**config.mk**
```make
export PLATFORM = sky130hd
export DESIGN_NAME = countdown_timer
export DESIGN_NICKNAME = d
export VERILOG_FILES = /design/src/rtl/countdown_timer_pkg.sv /design/src/rtl/countdown_timer_prescale_tick.sv /design/src/rtl/countdown_timer.sv
export SDC_FILE = /design/constraint.sdc
export NUM_CORES = 1
export LEC_CHECK = 0
export ABC_AREA = 0
export BUFFER_PORTS_ARGS = -buffer_cell sky130_fd_sc_hd__buf_4
export CORE_MARGIN = 3
export CORE_UTILIZATION = 23
export CTS_BUF_LIST = sky130_fd_sc_hd__clkbuf_4
export DETAILED_ROUTE_END_ITERATION = 10
export PLACE_DENSITY = 0.52
export SYNTH_ARGS = -nofsm -noshare
export SYNTH_HDL_FRONTEND = slang
export SYNTH_SLANG_ARGS = --single-unit
export TNS_END_PERCENT = 30
```
**constraint.sdc**
```tcl
create_clock -name clk -period 4.3 [get_ports clk]
set_input_delay 0.86 -clock clk [delete_from_list [all_inputs] [get_ports clk]]
set_output_delay 0.86 -clock clk [all_outputs]
set_load 0.02 [all_outputs]
```
**src/rtl/countdown_timer_pkg.sv**
```systemverilog
// Shared types and helpers for the countdown timer.
// State encoding and a constant-width helper.
package countdown_timer_pkg;

  typedef enum logic [1:0] {
    ST_IDLE = 2'd0,
    ST_RUN  = 2'd1,
    ST_HOLD = 2'd2
  } state_e;

  function automatic int unsigned clog2(
    input int unsigned v
  );
    int unsigned r;
    r = 0;
    while ((64'd1 << r) < 64'(v)) r++;
    return r;
  endfunction

endpackage

```
**src/rtl/countdown_timer_prescale_tick.sv**
```systemverilog
// Prescaler: one tick every PRESCALE enabled cycles.
// Holds its phase while en is low; clr restarts it.
module prescale_tick
  import countdown_timer_pkg::*;
#(
  parameter int unsigned PRESCALE = 1
) (
  input  logic clk,
  input  logic rst,
  input  logic en,
  input  logic clr,
  output logic tick
);

  localparam int unsigned CW = clog2(PRESCALE);
  localparam int unsigned PW = (CW < 1) ? 1 : CW;
  localparam logic [PW-1:0] LAST = PW'(PRESCALE - 1);

  logic [PW-1:0] cnt_q;
  logic [PW-1:0] cnt_d;

  always_comb begin
    cnt_d = cnt_q;
    if (clr) begin
      cnt_d = '0;
    end else if (en) begin
      cnt_d = (cnt_q == LAST) ? '0 : cnt_q + PW'(1);
    end
  end

  always_ff @(posedge clk) begin
    if (rst) cnt_q <= '0;
    else     cnt_q <= cnt_d;
  end

  assign tick = en & (cnt_q == LAST);

endmodule

```
**src/rtl/countdown_timer.sv**
```systemverilog
// Loadable down-counter with start/pause FSM and done pulse.
// Optional auto-reload makes it a periodic tick source.
module countdown_timer
  import countdown_timer_pkg::*;
#(
  parameter int unsigned WIDTH    = 3,
  parameter int unsigned PRESCALE = 1
) (
  input  logic             clk,
  input  logic             rst,
  input  logic             load,
  input  logic [WIDTH-1:0] load_val,
  input  logic             start,
  input  logic             pause,
  input  logic             auto_reload,
  output logic [WIDTH-1:0] count,
  output logic             busy,
  output logic             done,
  output logic             zero
);

  state_e           state_q, state_d;
  logic [WIDTH-1:0] count_q, count_d;
  logic [WIDTH-1:0] reload_q, reload_d;
  logic             done_q, done_d;
  logic [WIDTH-1:0] cnt_eff;
  logic             tick;
  logic             pre_en;
  logic             pre_clr;

  assign pre_en  = (state_q == ST_RUN) & ~pause;
  assign pre_clr = (state_q == ST_IDLE);

  prescale_tick #(
    .PRESCALE (PRESCALE)
  ) u_pre (
    .clk  (clk),
    .rst  (rst),
    .en   (pre_en),
    .clr  (pre_clr),
    .tick (tick)
  );

  // A same-cycle load decides whether start may proceed.
  assign cnt_eff = load ? load_val : count_q;

  always_comb begin
    state_d  = state_q;
    count_d  = count_q;
    reload_d = reload_q;
    done_d   = 1'b0;
    unique case (state_q)
      ST_IDLE: begin
        if (load) begin
          count_d  = load_val;
          reload_d = load_val;
        end
        if (start && cnt_eff != '0)
          state_d = ST_RUN;
      end
      ST_RUN: begin
        if (pause) begin
          state_d = ST_HOLD;
        end else if (tick) begin
          if (count_q == WIDTH'(1)) begin
            done_d = 1'b1;
            if (auto_reload && reload_q != '0) begin
              count_d = reload_q;
            end else begin
              count_d = '0;
              state_d = ST_IDLE;
            end
          end else if (count_q != '0) begin
            count_d = count_q - WIDTH'(1);
          end
        end
      end
      ST_HOLD: begin
        if (load) begin
          count_d  = load_val;
          reload_d = load_val;
        end
        if (start && !pause)
          state_d = (cnt_eff == '0) ? ST_IDLE : ST_RUN;
      end
      default: state_d = ST_IDLE;
    endcase
  end

  always_ff @(posedge clk) begin
    if (rst) begin
      state_q  <= ST_IDLE;
      count_q  <= '0;
      reload_q <= '0;
      done_q   <= 1'b0;
    end else begin
      state_q  <= state_d;
      count_q  <= count_d;
      reload_q <= reload_d;
      done_q   <= done_d;
    end
  end

  assign count = count_q;
  assign busy  = (state_q != ST_IDLE);
  assign done  = done_q;
  assign zero  = (count_q == '0);

endmodule

```
# == Word level (Yosys, flattened, before mapping) ==
# Index checks and enable logic that the tools add are counted.
# word_totals
ff_bits,10
output_inout_bits,6
in_bits,9
# classes
muxes,17
n_addsub,2
bitwise_logic,6
n_reduce_logical,18
n_eq_ne,11
# op_table
cell,n
3-bit two-way mux,6
2-bit two-way mux,6
3-bit nonzero test,3
3-bit zero test,2
2-bit inequality test (second input constant),3
3-bit inequality test (second input constant),2
2-bit case mux with 3 select lines,1
3-bit case mux with 2 select lines,1
5-bit AND reduction,1
1-bit inverter,4
4-bit AND reduction,1
2-bit nonzero test,2
2-bit OR reduction,2
4-bit OR reduction,1
3-bit by 1-bit equality test with 1-bit output (second input constant),1
1-bit logical AND,3
1-bit two-way mux,3
3-bit by 1-bit inequality test with 1-bit output (second input constant),1
3-bit by 2-bit inequality test with 1-bit output (second input constant),1
3-bit by 1-bit subtractor with 3-bit output (second input constant),1
1-bit bitwise AND,2
2-bit by 1-bit equality test with 1-bit output (second input constant),1
2-bit equality test (second input constant),1
2-bit zero test,1
4 further kinds,4

# == Logic depth before layout (Yosys ltp) ==
# depth
word_depth,7
ltp_mapped,6
mapped_depth_nobuf,6

# == Cells and area by module ==
# A second synthesis with hierarchy kept.
# hier_totals
cells_unflattened,66
area_unflattened_um2,549.3
# modules_own_cells
mod,area_per_inst_um2,seq_area_each_um2,n_inst,cells_per_inst
countdown_timer,541.8,180.2,1,65
prescale_tick,7.5,0.0,1,1

# == Worst setup path after synthesis ==
# No wires, ideal clock.
# synth_path
kind,flip-flop to output port
from,register count_q[0] (netlist: count[0])
to,output port zero
arrival_time_ns,1.028
slack_ns,2.412
required_time_ns,3.440
path_stages_with_launch,4
cell_sequence,dfxtp_1 -> inv_1 -> ha_1 -> and2b_2
# synth_via
elab_chain_cells,1
# synth_rtl
item,line,text
from (decl),countdown_timer.sv:23,"logic [WIDTH-1:0] count_q, count_d;"
from (signal assigned),countdown_timer.sv:98,count_q <= count_d;
3-bit zero test,countdown_timer.sv:107,assign zero = (count_q == '0);
to (decl),countdown_timer.sv:19,output logic zero
# Every way passes these cells.

# == Worst setup path in the final report ==
# Same ends and word-level chain as after synthesis.

==> out/results.ini <==
[clocking]
htreeDepth=1
clk_latency_ps=260
cts-root-buf=clkbuf_4
clockBufferDepth=2
cts.clk_slew.worst_paths_ps=60
clock-sinks=9
cts_buffers=3
holdBufCountCts=0
cts_resized=0
cts_setup_buffers=0
cts_tree=built

[yosys]
synthDistinctLibCells=26
synth_flop_cell=dfxtp_1
syn_avg_cell_area_um2=8.679
synth_edf_count=0
syn_nets=75
ys_seq_area_frac=0.3295
async_reset_ff_frac=0
ys_warn_count=0
synth_seq_cells=9
syn_inst=63
synth_area_um2=546.8

[outcome]
outcome=finished clean

[detailed_routing]
drtIter0Drc=9
via_per_inst=4.888
dr.pass1.iters=6
wl_per_cell_um=12.29
drc=0
totalWireLength_mm=1.315
ant_nets=0
vias=523

[power_and_ir_drop]
seq_power_share=0.416
swShare=0.3010
vdd_drop_max_v=0.0001734
share_comb_of_total_power=0.274
p_leak_nw=0.2939
intPower_w=0.0001629
power_density_nw_per_um2=330.3
clkPwrFrac=0.310
p_switching_w=0.00007016

[die]
die_w_um=54.76
dieArea_um2=2998
core_um2=2233
io_pins=15
die_h_um=54.76
start_util=0.2448
rows=17

[sta]
fin_tns_setup_ps=0
hold_ws_ps=540.3
slew_headroom=0.7375
worst_pin_slew_ps=392.9
layout_min_cycle_time_ps=2179
hold_viol_final=0
finalSetupViolCount=0
drv_slew=0
rsz0062_at_grt=false
final.period_utilization=0.5067
max_freq_ghz=0.4590
setup_ws_ps=2121
skew_ps=3.331

[finish]
final_cells=107
utilization=0.3160
final_cell_mix=buf_4 (14), dfxtp_1 (9), nor2_1 (7)
layout.nets=92
multi_input_comb_area_um2=340.3
layout_commonest_cell=buf_4
area_growth_pct=29.06
regArea_um2=180.2
fillers=243
drive_gt1_frac=0.2911
diodes=0

[worst_setup_path]
path_max_fanout=6
path_class=flop to primary output
start_kind=flop
cp-end-kind=primary output
required_ps=3440
cp_data_arrival_time_ps=1320

[grt]
grt.total_usage=0.1016
antenna_found_initial=0
grt_max_degree=10
grt.overflow.total=0
grt_pass1_wl_mm=2.132
grt_pass1_vias=493

[placement]
post-dp-hpwl_mm=1.029
dp.cells=103
dp_worst_setup_slack_ps=2395
gp_congestion=0.8255
port-buffer-count=14

[flow_run]
cap_violations=0

[worst_hold_path]
hold_class=flop to flop

## stage by stage
step | power [W] | area, um2
5_1_grt | 0.0002497 | 705.7
3_3_place_gp | 0.0001632 | 675.6
6_report | 0.0002331 | 705.7
3_5_place_dp | 0.0001632 | 675.6
4_1_cts | 0.0002383 | 705.7
2_1_floorplan | 0.0001395 | 546.8
## flip-flops by register name, indices dropped and copies added, names as in the netlist
name / count
done: 1
state_q: 2
count: 3
reload_q: 3
## worst max-delay path, stage by stage (launching register included)
cell and delay, ps:
dfxtp_1 410, inv_1 100, ha_1 210, and2b_2 190
buf_4 150
## power by group through the flow
stage / sequential, W / combinational (W) / clock (W)
6_report: 0.0000970 / 0.0000638 / 0.0000723
5_1_grt: 0.0000983 / 0.0000702 / 0.0000812
4_1_cts: 0.0000970 / 0.0000645 / 0.0000767
3_5_place_dp: 0.0000989 / 0.0000642 / 0
3_3_place_gp: 0.0000990 / 0.0000643 / 0
2_1_floorplan: 0.0000987 / 0.0000408 / 0
## cell usage after synthesis, drive strengths merged, types with 2 or more instances
library cell | n | area share
o211ai | 2 | 0.027
o21ai | 3 | 0.027
nor2 | 8 | 0.060
inv | 4 | 0.027
buf | 2 | 0.021
nand2 | 5 | 0.034
nor3b | 2 | 0.027
dfxtp | 9 | 0.33
nor2b | 2 | 0.023
a21oi | 3 | 0.027
a222oi | 2 | 0.037
mux2i | 6 | 0.11
ha | 3 | 0.069
and2b | 2 | 0.032
## cells by family after synthesis
kind of cell	share of synthesized area
adder cells (fa/ha/maj)	0.06866
AO/OA/AOI/OAI	0.1968
buffers and inverters	0.04805
flip-flops	0.3295
multiplexers	0.1098
AND/OR/NAND/NOR	0.2472
## routing by layer
layer	share of wire	GRT usage	vias up
met5	0	0	-
met4	0.0091	0.01245	0
met3	0.10	0.05722	2
met2	0.45	0.1654	25
met1	0.44	0.1181	233
li1	-	-	263
## area by class of cell
cell class	instances	share of cell area
Inverter	4	0.02128
Sequential cell	9	0.2553
Timing Repair Buffer	14	0.1489
Tap cell	28	0.04965
Clock buffer	4	0.04255
Multi-Input combinational cell	48	0.4823
## worst paths after layout
path / depth (start not counted) / end / slack, ps / startpoint
worst max register to register: 6 / count[0] / 2600 / count[1]
worst min register to register: 2 / reload_q[1] / 540 / reload_q[1]
worst max-delay path: 4 / zero / 2120 / count[0]
worst min-delay path: 2 / reload_q[1] / 540 / reload_q[1]
Power figures use the tool's default switching activity.
